$ cat src/rtl/vad.sv
// Voice-activity detector: decimates a 1-bit PDM stream to PCM by ones-counting,
// accumulates the absolute PCM deviation from mid-scale over a frame, and runs
// an onset/hangover state machine on the resulting frame energies.
module vad #(
   parameter int WINDOW          = 64,
   parameter int FRAME           = 256,
   parameter int THRESHOLD       = 2048,
   parameter int ONSET_FRAMES    = 2,
   parameter int HANGOVER_FRAMES = 8,
   localparam int EW             = $clog2(WINDOW / 2 * FRAME + 1)
) (
   input  logic          clk_i,
   input  logic          rst_i,
   input  logic          pdm_data_i,
   input  logic          pdm_valid_i,
   output logic          vad_o,
   output logic [EW-1:0] energy_o,
   output logic          energy_valid_o
);

   localparam int OW   = $clog2(WINDOW + 1);
   localparam int SW   = $clog2(WINDOW);
   localparam int DW   = $clog2(WINDOW / 2 + 1);
   localparam int FW   = (FRAME > 1) ? $clog2(FRAME) : 1;
   localparam int RMAX = (ONSET_FRAMES > HANGOVER_FRAMES) ? ONSET_FRAMES : HANGOVER_FRAMES;
   localparam int RW   = $clog2(RMAX + 1);

   localparam logic [OW-1:0] HALF = OW'(WINDOW / 2);

   typedef enum logic [1:0] {
      QUIET,
      ONSET,
      ACTIVE,
      HANGOVER
   } state_t;

   logic [SW-1:0] samp_cnt;
   logic [OW-1:0] ones_cnt;
   logic [FW-1:0] frame_cnt;
   logic [EW-1:0] acc;
   logic [OW-1:0] pcm_c;
   logic [DW-1:0] dev;
   logic [EW-1:0] acc_next;
   logic          win_last;
   logic          frame_last;

   state_t        state;
   logic [RW-1:0] run_cnt;
   logic [RW-1:0] run_inc;
   logic          loud;

   assign win_last   = (samp_cnt == SW'(WINDOW - 1));
   assign frame_last = (frame_cnt == FW'(FRAME - 1));
   assign loud       = (int'(energy_o) >= THRESHOLD);
   assign run_inc    = run_cnt + RW'(1);

   // PCM value of the closing window (current bit included) and its distance from mid-scale
   // NOTE: every always_comb output gets a value on every path, so no latch is inferred.
   always_comb begin
      pcm_c = ones_cnt + OW'(pdm_data_i);
      if (pcm_c >= HALF) dev = DW'(pcm_c - HALF);
      else               dev = DW'(HALF - pcm_c);
      acc_next = acc + EW'(dev);
   end

   // Decimator and frame accumulator; everything advances only on a PDM strobe
   // NOTE: state registers use non-blocking assignments so all updates land together on the edge.
   always_ff @(posedge clk_i) begin
      if (rst_i) begin
         samp_cnt       <= '0;
         ones_cnt       <= '0;
         frame_cnt      <= '0;
         acc            <= '0;
         energy_o       <= '0;
         energy_valid_o <= 1'b0;
      end else begin
         energy_valid_o <= 1'b0;
         if (pdm_valid_i) begin
            if (win_last) begin
               samp_cnt <= '0;
               ones_cnt <= '0;
               if (frame_last) begin
                  frame_cnt      <= '0;
                  acc            <= '0;
                  energy_o       <= acc_next;
                  energy_valid_o <= 1'b1;
               end else begin
                  frame_cnt <= frame_cnt + FW'(1);
                  acc       <= acc_next;
               end
            end else begin
               samp_cnt <= samp_cnt + SW'(1);
               ones_cnt <= ones_cnt + OW'(pdm_data_i);
            end
         end
      end
   end

   // Onset/hangover state machine, evaluated once per completed frame
   always_ff @(posedge clk_i) begin
      if (rst_i) begin
         state   <= QUIET;
         run_cnt <= '0;
         vad_o   <= 1'b0;
      end else if (energy_valid_o) begin
         case (state)
            QUIET: begin
               if (loud) begin
                  run_cnt <= RW'(1);
                  if (ONSET_FRAMES == 1) begin
                     state <= ACTIVE;
                     vad_o <= 1'b1;
                  end else begin
                     state <= ONSET;
                  end
               end
            end
            ONSET: begin
               if (loud) begin
                  run_cnt <= run_inc;
                  if (int'(run_inc) >= ONSET_FRAMES) begin
                     state <= ACTIVE;
                     vad_o <= 1'b1;
                  end
               end else begin
                  state   <= QUIET;
                  run_cnt <= '0;
               end
            end
            ACTIVE: begin
               if (!loud) begin
                  if (HANGOVER_FRAMES == 0) begin
                     state   <= QUIET;
                     run_cnt <= '0;
                     vad_o   <= 1'b0;
                  end else begin
                     state   <= HANGOVER;
                     run_cnt <= RW'(1);
                  end
               end
            end
            HANGOVER: begin
               if (loud) begin
                  state   <= ACTIVE;
                  run_cnt <= '0;
               end else if (int'(run_inc) >= HANGOVER_FRAMES) begin
                  state   <= QUIET;
                  run_cnt <= '0;
                  vad_o   <= 1'b0;
               end else begin
                  run_cnt <= run_inc;
               end
            end
            default: begin
               state   <= QUIET;
               run_cnt <= '0;
               vad_o   <= 1'b0;
            end
         endcase
      end
   end

endmodule

$ cat config.mk
export PLATFORM = sky130hd
export DESIGN_NAME = vad
export DESIGN_NICKNAME = d
export VERILOG_FILES = /design/src/rtl/vad.sv
export SDC_FILE = /design/constraint.sdc
export NUM_CORES = 1
export LEC_CHECK = 0
export BUFFER_PORTS_ARGS = -buffer_cell sky130_fd_sc_hd__buf_2
export CORE_AREA = 2 2 77 79
export DETAILED_ROUTE_END_ITERATION = 10
export DIE_AREA = 0 0 79 81
export GPL_ROUTABILITY_DRIVEN = 0
export PLACE_DENSITY = 0.72
export REMOVE_ABC_BUFFERS = 1
export SYNTH_ARGS = -nofsm -noshare
export SYNTH_HDL_FRONTEND = slang
export SYNTH_SLANG_ARGS = --single-unit
$ cat constraint.sdc
create_clock -name clk_i -period 3.8 [get_ports clk_i]
set_clock_uncertainty 0.05 [all_clocks]
set_input_delay 0.19 -clock clk_i [delete_from_list [all_inputs] [get_ports clk_i]]
set_output_delay 0.19 -clock clk_i [all_outputs]
set_load 0.02 [all_outputs]
After elaboration in Yosys (flattened, before gate mapping)
Index checks and enable logic that the tools add are counted.
W data, S select, Z words.
Storage, ports and cells
  logic and storage cells: 67
  bits of input ports: 4
  output and inout bits: 16
  bits in registers: 57
Cells by class
  order comparisons: 4
  bitwise logic cells: 2
  reduce and logical (&&, ||, !) cells: 8
  add/sub/neg operators: 7
  equality and inequality tests: 13
  muxes and demuxes: 24
Operator list (count)
  $mux W4: 5
  $pmux W4 S4: 1
  $add A14 B6 Y14: 1
  $ge A14 B12 Y1 const B: 1
  $mux W14: 1
  $mux W2: 6
  $mux W6: 2
  $ne A2 B2 Y1 const B: 6
  $add A8 B1 Y8 const B: 1
  $eq A8 B8 Y1 const B: 1
  $mux W8: 1
  $pmux W2 S4: 1
  $add A7 B1 Y7: 1
  $ge A7 B6 Y1 const B: 1
  $mux W7: 1
  $add A6 B1 Y6 const B: 1
  $eq A6 B6 Y1 const B: 1
  $ne A3 B3 Y1 const B: 2
  $reduce_and A3 Y1: 2
  $reduce_and A6 Y1: 1
  $sub A6 B6 Y6 const A: 1
  $sub A6 B6 Y6 const B: 1
  $mux W1: 5
  $reduce_and A5 Y1: 1
  11 further kinds: 13

Depth between registers and ports, before layout
Gate-level depths: netlist (run 1).
  depth after elaboration: 5
  gate-level depth with buffers: 14
  mapped depth without buffers: 13

Worst setup path after synthesis (run 1)
OpenSTA, ideal clock, no wires.
  kind: reg2reg
  from: register ones_cnt[0]
  to: register energy_o[7]
  library setup time: 0.126 ns
  arrival: 2.851 ns
  slack: 0.773 ns
  data required time: 3.624 ns
  stages on the path, launching flop included: 14
  path buffers: 1
  clock period less this slack: 3.027 ns
  cells stage by stage: dfxtp_1 > ha_1 > ha_1 > clkbuf_1 > xnor2_1 > and2_1 > mux2i_1 > mux2_2 > ha_1 > a211oi_1 > o211ai_1 > nor3b_1 > xnor2_1 > o21ai_0
On the way
  longest elaborated chain between the ends: 4
Ends and longest elaborated chain
  start: declaration: RTL line 38  | logic [OW-1:0] ones_cnt;
  start signal: assignment: RTL line 93  | ones_cnt <= ones_cnt + OW'(pdm_data_i);
  $add A7 B1 Y7 (*): RTL line 60  | pcm_c = ones_cnt + OW'(pdm_data_i);
  $sub A6 B6 Y6, or another cell as far along: RTL line 62  | else dev = DW'(HALF - pcm_c);
  $mux W6 (*): RTL line 61  | if (pcm_c >= HALF) dev = DW'(pcm_c - HALF);
  $add A14 B6 Y14 (*): RTL line 63  | acc_next = acc + EW'(dev);
  end signal: assignment: RTL line 85  | energy_o <= acc_next;
  end: declaration: RTL line 17  | output logic [EW-1:0] energy_o,
Every way passes the cells marked *; elsewhere a longest branch is shown, timed or not.
A chain may end at the register's enable or synchronous reset.

Final worst setup path (run 1)
  from: register ones_cnt[0]
  to: register acc[7]
On the way
  longest elaborated chain between the ends: 5
Ends and longest elaborated chain
  $add A7 B1 Y7 (*): RTL line 60
  $sub A6 B6 Y6, or another cell as far along: RTL line 62
  $mux W6 (*): RTL line 61
  $add A14 B6 Y14 (*): RTL line 63
  $mux W14 (*): RTL line 82  | if (frame_last) begin
  end signal: assignment: RTL line 89  | acc <= acc_next;
  end: declaration: RTL line 40  | logic [EW-1:0] acc;
Marks and branches as above.

==> results of run 1 <==
==> placed cells by master, fill, tap and decap left out, drive strengths merged, types with 4 or more instances in the layout <==
cell,instances
a311oi,4
inv,20
clkbuf,10
or3,5
buf,20
nand3,9
dfxtp,57
nand4,5
nand2b,10
nand2,28
nor3,8
and3,6
nor2,28
xnor2,26
o21ai,16
o211ai,5
a22o,10
a21o,5
xor2,9
a21oi,29
ha,14
==> cell type report <==
type,instances,area (um2),share of cell area [%]
Multi-Input combinational cell,254,1700,51.3
Sequential cell,57,1140,34.6
Clock buffer,10,138,4.17
Timing Repair Buffer,20,103,3.11
Tap cell,75,93.8,2.84
Inverter,20,75.1,2.27
Clock inverter,5,56.3,1.71
==> worst max-delay path by stage <==
| stage | from | end | depth (start not counted) |
|---|---|---|---|
| after detailed placement | pdm_data_i | acc[7] | 13 |
| after CTS | ones_cnt[0] | acc[7] | 12 |
| after global placement | pdm_data_i | energy_o[7] | 13 |
| after floorplan | ones_cnt[0] | acc[7] | 12 |
| final | ones_cnt[0] | acc[7] | 12 |
| after global routing | ones_cnt[0] | acc[7] | 13 |
==> flip-flops by register name (all words and copies together), names as in the netlist, named ones only <==
name and flops:
acc 14, vad_o 1, frame_cnt 8, energy_valid_o 1, ones_cnt 7, state 1
run_cnt 4, samp_cnt 6, energy_o 14
==> power breakdown <==
part | internal, W | leakage [nW] | switching [W]
Combinational | 0.0000305 | 0.715 | 0.0000498
Sequential | 0.000600 | 0.459 | 0.00000214
Clock | 0.000315 | 0.0981 | 0.000240
==> metrics by stage <==
stage / util (%) / std cells / power (W) / hold WS (ns)
after floorplan: - / 331 / 0.000673 / 0.209
after global placement: 54.8 / 426 / 0.000694 / 0.379
after detailed placement: 54.8 / 426 / 0.000696 / 0.389
after CTS: 58.2 / 441 / 0.00125 / 0.150
final: 58.2 / 441 / 0.00124 / 0.153
after global routing: 58.2 / 441 / 0.00129 / 0.160
==> kinds of logic (layout without fill, tap and decap cells) <==
kind of cell / Yosys count / count (layout) / synth area share (%)
flops: 57 / 57 / 38.4
compound gates: 88 / 88 / 19.1
simple gates: 111 / 111 / 19.3
mux: 5 / 5 / 1.77
fa+ha+maj: 15 / 15 / 6.56
buf+inv: 35 / 55 / 4.63
xor+xnor: 35 / 35 / 10.3
==> metal layers <==
layer  part of all wire, %  wire length [um]
met1                    50              2890
met2                    45              2570
met3                   2.4               140
met4                   2.2               127
met5                     0                 0
==> critical path: stages, from the launching register on <==
cell and delay (ns):
dfxtp_1 0.32, ha_1 0.19, ha_1 0.28, xnor2_1 0.15, and2_1 0.15, mux2i_1 0.28
mux2_2 0.39, ha_1 0.29, a211oi_1 0.08, o211ai_1 0.29, nor3b_1 0.43, a21oi_1 0.12
a31oi_1 0.21
==> out/results.txt, run 1 <==
pre-CTS setup slack: 0.558 ns
Final setup violation count: 0
Initial Utilization: 52.4%
CTS Buf Count: 9
Die W: 79 um
Total Wirelength: 5.73 mm
Ant. Diodes: 0
Synth Flop Type: dfxtp_1
status: finished, final reports clean
GRT Total Usage: 19.7%
layout cells sized above 1: 11.2%
DR DRC count: 0
Setup TNS: 0 ns
Ys Warns: 0
met2 Use GR: 33.2%
RR Startpoint: ones_cnt[0]
Max VDD drop: 176 uV
met1 usage: 24.7%
post-route minimum period: 3.31 ns
Placed Instance Area: 3110 um2
GRT Max-Usage Layer: met2
RR Endpoint: acc[7]
Register-to-Register Path Depth: 12
worst setup margin: 0.495 ns
vias in the first global route: 2213
core area: 5680 um2
final hold vios: 0
M3 GR Usage: 3.33%
hold path depth: 2
Synth area leader: dfxtp_1
clock sinks: 57
# hold bufs at CTS: 0
overflow left after global routing: 0
CP Class: flop to flop
clock-pin slew on the worst setup and hold paths: 0.07 ns
Mapped Cells: 346
synth top area cells: dfxtp_1 (38%), xnor2_1 (7.7%), ha_1 (5.9%)
largest net degree at the start of global routing: 31
Buffers on Ports: 19
HP Start: pdm_valid_i
flops & latches, synth: 57
number of synthesized flops with an enable pin: 0
PD cells: 375 nW/um2
Hold Path End: ones_cnt[2]
Slew Limit Headroom: 28.7%
Finished Cell Area: 3300 um2
H-tree levels: 3
Max-Cap Viols: 0
mapped cell area: 2970 um2
Synth Area per Inst: 8.60 um2
share of Yosys cell area claimed by the top area cell type: 38.4%
initial antenna violation count: 0
Critical Path Start Type: flop
Gates resized, CTS repair: 0
Post-CTS Setup Repair Bufs: 0
fmax: 303 MHz
clock latency on the worst-skew pair: 0.33 ns
drt first pass iters: 4
DR vias/cell: 5.40
part of the Yosys area used for sequential elements: 38.4%
max-slew violations: 0
Vias: 2382
Die Span Y: 81 um
top post-synthesis cells by count: dfxtp_1 (57), a21oi_1 (29), nand2_1 (28), nor2_1 (28), xnor2_1 (26)
Leak Pwr: 1.27 nW
Max FO, Critical Path: 7
WP data arrival: 3.51 ns
Yosys cell types: 50
Crit. End Element: flop
period utilization: 87.0%
synth-to-layout area growth: 11.0%
initial DRC count: 68
Top Ports: 20
CTS Buffer Depth: 2
site row count: 28
Die ar.: 6400 um2
top-count cell post-synth: dfxtp_1
first-pass GRT wire length: 9.93 mm
CTS tree: built
HPWL Detailed: 4.03 mm
Post-synth ARST share: 0%
R2R Setup Slk: 0.49 ns
mean routed wirelength per cell: 13.0 um
worst-margin pin slew: 1.06 ns
RSZ-0062 raised after global routing: no
# fillers: 527
min-delay worst type: input pin to flop
post-route antenna net violation count: 0
# nets final: 381
Critical Path RT: 4.00 ns
CTS root buf: clkbuf_8
Power figures use the tool's default switching activity.
==> run 2: changes to the inputs <==
CORE_AREA = 10 10 85 87   (was 2 2 77 79)
DIE_AREA = 0 0 95 97   (was 0 0 79 81)
==> out/results.txt, run 2 (synthesis gave the netlist of run 1 again) <==
Register-to-Register Path Depth: 12
clock-pin slew on the worst setup and hold paths: 0.06 ns
CTS Buffer Depth: 2
initial DRC count: 60
worst-margin pin slew: 1.18 ns
WP data arrival: 3.47 ns
worst setup margin: 0.518 ns
CTS root buf: clkbuf_8
clock latency on the worst-skew pair: 0.33 ns
RSZ-0062 raised after global routing: no
HP Start: pdm_valid_i
RR Endpoint: acc[11]
biggest regs: acc x14, energy_o x14, frame_cnt x8
most common cell after layout, fill and taps aside: dfxtp_1
clock sinks: 57
hold path depth: 2
Initial Utilization: 54.3%
core area: 5470 um2
drt first pass iters: 6
layout cells sized above 1: 11.0%
Critical Path RT: 3.99 ns
overflow left after global routing: 0
min-delay worst type: input pin to flop
CTS Buf Count: 9
initial antenna violation count: 0
R2R Setup Slk: 0.52 ns
Die ar.: 9220 um2
multi-input logic area: 1700 um2
Die W: 95 um
fmax: 305 MHz
first-pass GRT wire length: 10.3 mm
Max VDD drop: 238 uV
Crit. End Element: flop
H-tree levels: 3
CP Class: flop to flop
DR vias/cell: 5.52
post-route antenna net violation count: 0
Final setup violation count: 0
Hold Path End: ones_cnt[2]
Buffers on Ports: 19
DR DRC count: 0
most frequent cells in the layout: dfxtp_1 (57), a21oi_1 (29), nor2_1 (28), nand2_1 (28), xnor2_1 (26)
# fillers: 496
period utilization: 86.4%
vias in the first global route: 2308
# hold bufs at CTS: 0
# nets final: 380
Slew Limit Headroom: 21.4%
Vias: 2413
pre-CTS setup slack: 0.520 ns
Critical Path Start Type: flop
largest net degree at the start of global routing: 31
final hold vios: 0
Register Area: 1140 um2
Gates resized, CTS repair: 0
site row count: 27
Leak Pwr: 1.28 nW
status: finished, final reports clean
HPWL Detailed: 4.25 mm
RR Startpoint: ones_cnt[0]
mean routed wirelength per cell: 13.5 um
Util after Layout: 60.5%
Max-Cap Viols: 0
Die Span Y: 97 um
PD cells: 386 nW/um2
Top Ports: 20
Max FO, Critical Path: 7
GRT Total Usage: 13.3%
synth-to-layout area growth: 11.3%
hold slack final: 0.165 ns
post-route minimum period: 3.28 ns
Setup TNS: 0 ns
Post-CTS Setup Repair Bufs: 0
Total Wirelength: 5.91 mm
Ant. Diodes: 0
max-slew violations: 0
CTS tree: built
-- run 2: final cells by class --
type	count	area share, %
Timing Repair Buffer	19	2.87
Clock buffer	13	5.40
Sequential cell	57	34.5
Tap cell	72	2.72
Multi-Input combinational cell	254	51.2
Clock inverter	2	1.06
Inverter	20	2.27
-- run 2: report_power, final --
| part | switching [W] | internal [W] | total [W] |
|---|---|---|---|
| registers | 0.00000214 | 0.000600 | 0.000603 |
| logic | 0.0000494 | 0.0000296 | 0.0000791 |
| clock network | 0.000225 | 0.000370 | 0.000595 |
-- run 2: stage by stage --
step	std cells	total power [W]	area, um2
finish	437	0.00128	3310
global route	437	0.00133	3310
CTS	437	0.00129	3310
detailed placement	422	0.000695	3100
global placement	422	0.000693	3100
floorplan	331	0.000673	2910
-- run 2: per-layer routing --
metal | share of wire [%] | up-vias | global-route usage [%]
li1 | - | 1250 | -
met1 | 50 | 1120 | 17.1
met2 | 44 | 32 | 20.7
met3 | 3.5 | 11 | 2.85
met4 | 2.0 | 0 | 5.95
met5 | 0 | - | 0
-- run 2: worst max-delay path, cell delays in order (launching register included) --
cell      delay (ns)
dfxtp_1         0.31
ha_1            0.19
ha_1            0.27
xnor2_1         0.15
and2_1          0.15
mux2i_1         0.31
mux2_2          0.40
ha_1            0.29
a211oi_1        0.08
o211ai_1        0.31
nand3_1         0.20
or3_1           0.39
o21ai_0         0.10
-- run 2: how the worst max path moves through the flow --
stage / startpoint / to / slack [ns] / cells after the start
after floorplan: ones_cnt[0] / acc[7] / 0.85 / 12
after global placement: pdm_data_i / energy_o[7] / 0.66 / 13
after detailed placement: pdm_data_i / energy_o[7] / 0.52 / 13
after CTS: ones_cnt[0] / acc[7] / 0.53 / 12
after global routing: ones_cnt[0] / acc[7] / 0.26 / 12
final: ones_cnt[0] / acc[11] / 0.52 / 12
==> run 3: changes to the inputs <==
--- a/config.mk
+++ b/config.mk
@@ -12,3 +12,3 @@
 export GPL_ROUTABILITY_DRIVEN = 0
-export PLACE_DENSITY = 0.72
+export PLACE_DENSITY_LB_ADDON = 0.2
 export REMOVE_ABC_BUFFERS = 1
==> constraint.sdc (replaced) <==
create_clock -name clk_i -period 3.8 [get_ports clk_i]
set_clock_uncertainty 0.05 [all_clocks]
set_input_delay 0.76 -clock clk_i [delete_from_list [all_inputs] [get_ports clk_i]]
set_output_delay 0.76 -clock clk_i [all_outputs]
set_load 0.02 [all_outputs]
==> out/results.txt, run 3 (synthesis gave the netlist of run 1 again) <==
RR Startpoint: ones_cnt[0]
Leak Pwr: 1.30 nW
Die ar.: 9220 um2
# fillers: 508
Max-Cap Viols: 0
Critical Path RT: 3.96 ns
hold path depth: 2
Max FO, Critical Path: 5
HP Start: energy_o[10]
first-pass GRT wire length: 10.5 mm
vias in the first global route: 2427
synth-to-layout area growth: 12.1%
DR DRC count: 0
Post-CTS Setup Repair Bufs: 0
mean routed wirelength per cell: 13.3 um
clock latency on the worst-skew pair: 0.33 ns
Die Span Y: 97 um
status: finished, final reports clean
PD cells: 379 nW/um2
GRT Total Usage: 13.7%
Slew Limit Headroom: 36.9%
initial DRC count: 82
drt first pass iters: 4
layout cells sized above 1: 11.6%
Critical Path Start Type: input pin
Max VDD drop: 213 uV
Die W: 95 um
max-slew violations: 0
post-route antenna net violation count: 0
largest net degree at the start of global routing: 31
Buffers on Ports: 19
CP Class: input pin to flop
final hold vios: 0
min-delay worst type: flop to flop
RR Endpoint: acc[7]
Ant. Diodes: 0
HPWL Detailed: 4.28 mm
core area: 5470 um2
CTS tree: built
Total Wirelength: 5.88 mm
CTS Buffer Depth: 2
H-tree levels: 3
RSZ-0062 raised after global routing: no
Register-to-Register Path Depth: 12
post-route minimum period: 3.43 ns
Crit. End Element: flop
Top Ports: 20
CTS root buf: clkbuf_8
DR vias/cell: 5.58
most common cell after layout, fill and taps aside: dfxtp_1
Hold Path End: energy_o[10]
CTS Buf Count: 9
Gates resized, CTS repair: 0
# nets final: 384
R2R Setup Slk: 0.56 ns
Setup TNS: 0 ns
worst-margin pin slew: 0.942 ns
# hold bufs at CTS: 0
clock sinks: 57
biggest regs: acc x14, energy_o x14, frame_cnt x8
fmax: 292 MHz
Vias: 2465
site row count: 27
Util after Layout: 60.9%
Initial Utilization: 54.3%
overflow left after global routing: 0
period utilization: 90.2%
most frequent cells in the layout: dfxtp_1 (57), a21oi_1 (29), nor2_1 (28), nand2_1 (28), xnor2_1 (26)
Final setup violation count: 0
initial antenna violation count: 0
clock-pin slew on the worst setup and hold paths: 0.07 ns
WP data arrival: 3.59 ns
[run 3: cell count changes in the layout (fill, tap and decap cells not counted)]
cell      before  now
buf_4          0    4
clkbuf_1       0    2
clkbuf_8      13   12
[run 3: worst max-delay path by stage]
stage | slack [ns] | depth (start not counted) | to | startpoint
finish | 0.37 | 14 | acc[7] | pdm_data_i
global route | 0.16 | 13 | energy_o[7] | pdm_data_i
CTS | 0.41 | 14 | acc[7] | pdm_data_i
detailed placement | 0.07 | 14 | acc[7] | pdm_data_i
global placement | 0.16 | 13 | energy_o[7] | pdm_data_i
floorplan | 0.37 | 12 | acc[7] | pdm_data_i
[run 3: report_power, final]
group | total, W | internal, W | switching, W
registers | 0.000603 | 0.000601 | 0.00000221
clock network | 0.000582 | 0.000356 | 0.000226
logic | 0.0000791 | 0.0000301 | 0.0000490
total | 0.00126 | 0.000987 | 0.000277
[run 3: per-layer routing]
metal | track usage [%] | part of all wire (%)
met3 | 2.93 | 4.7
met5 | 0 | 0
met1 | 17.4 | 48
met4 | 7.32 | 2.4
met2 | 20.9 | 45
[run 3: final cells by class]
| cell class | instances | area (um2) | area share [%] |
|---|---|---|---|
| sequential | 57 | 1140 | 34.2 |
| multi-input combinational | 254 | 1700 | 50.8 |
| clock inverter | 2 | 35.0 | 1.05 |
| inverter | 20 | 75.1 | 2.25 |
| clock buffer | 14 | 173 | 5.18 |
| timing repair buffer | 23 | 125 | 3.75 |
| tap | 72 | 90.1 | 2.70 |
[run 3: stage by stage]
step	hold WS (ns)	power, W	worst slack [ns]	instance area [um2]	std cells
after CTS	0.405	0.00128	0.410	3330	442
final	0.401	0.00126	0.373	3330	442
after global routing	0.436	0.00132	0.158	3330	442
after detailed placement	0.389	0.000695	0.0710	3130	426
after global placement	0.379	0.000693	0.165	3130	426
after floorplan	0.406	0.000673	0.371	2910	331
[run 3: worst max-delay path, cell delays in order]
cell	delay [ns]
buf_2	0.10
ha_1	0.20
ha_1	0.20
xnor2_1	0.12
and2_1	0.16
mux2i_1	0.31
a31oi_1	0.10
xnor2_1	0.15
ha_1	0.37
o211ai_1	0.13
o211ai_1	0.33
nor3b_1	0.42
nand2b_1	0.16
a31oi_1	0.08
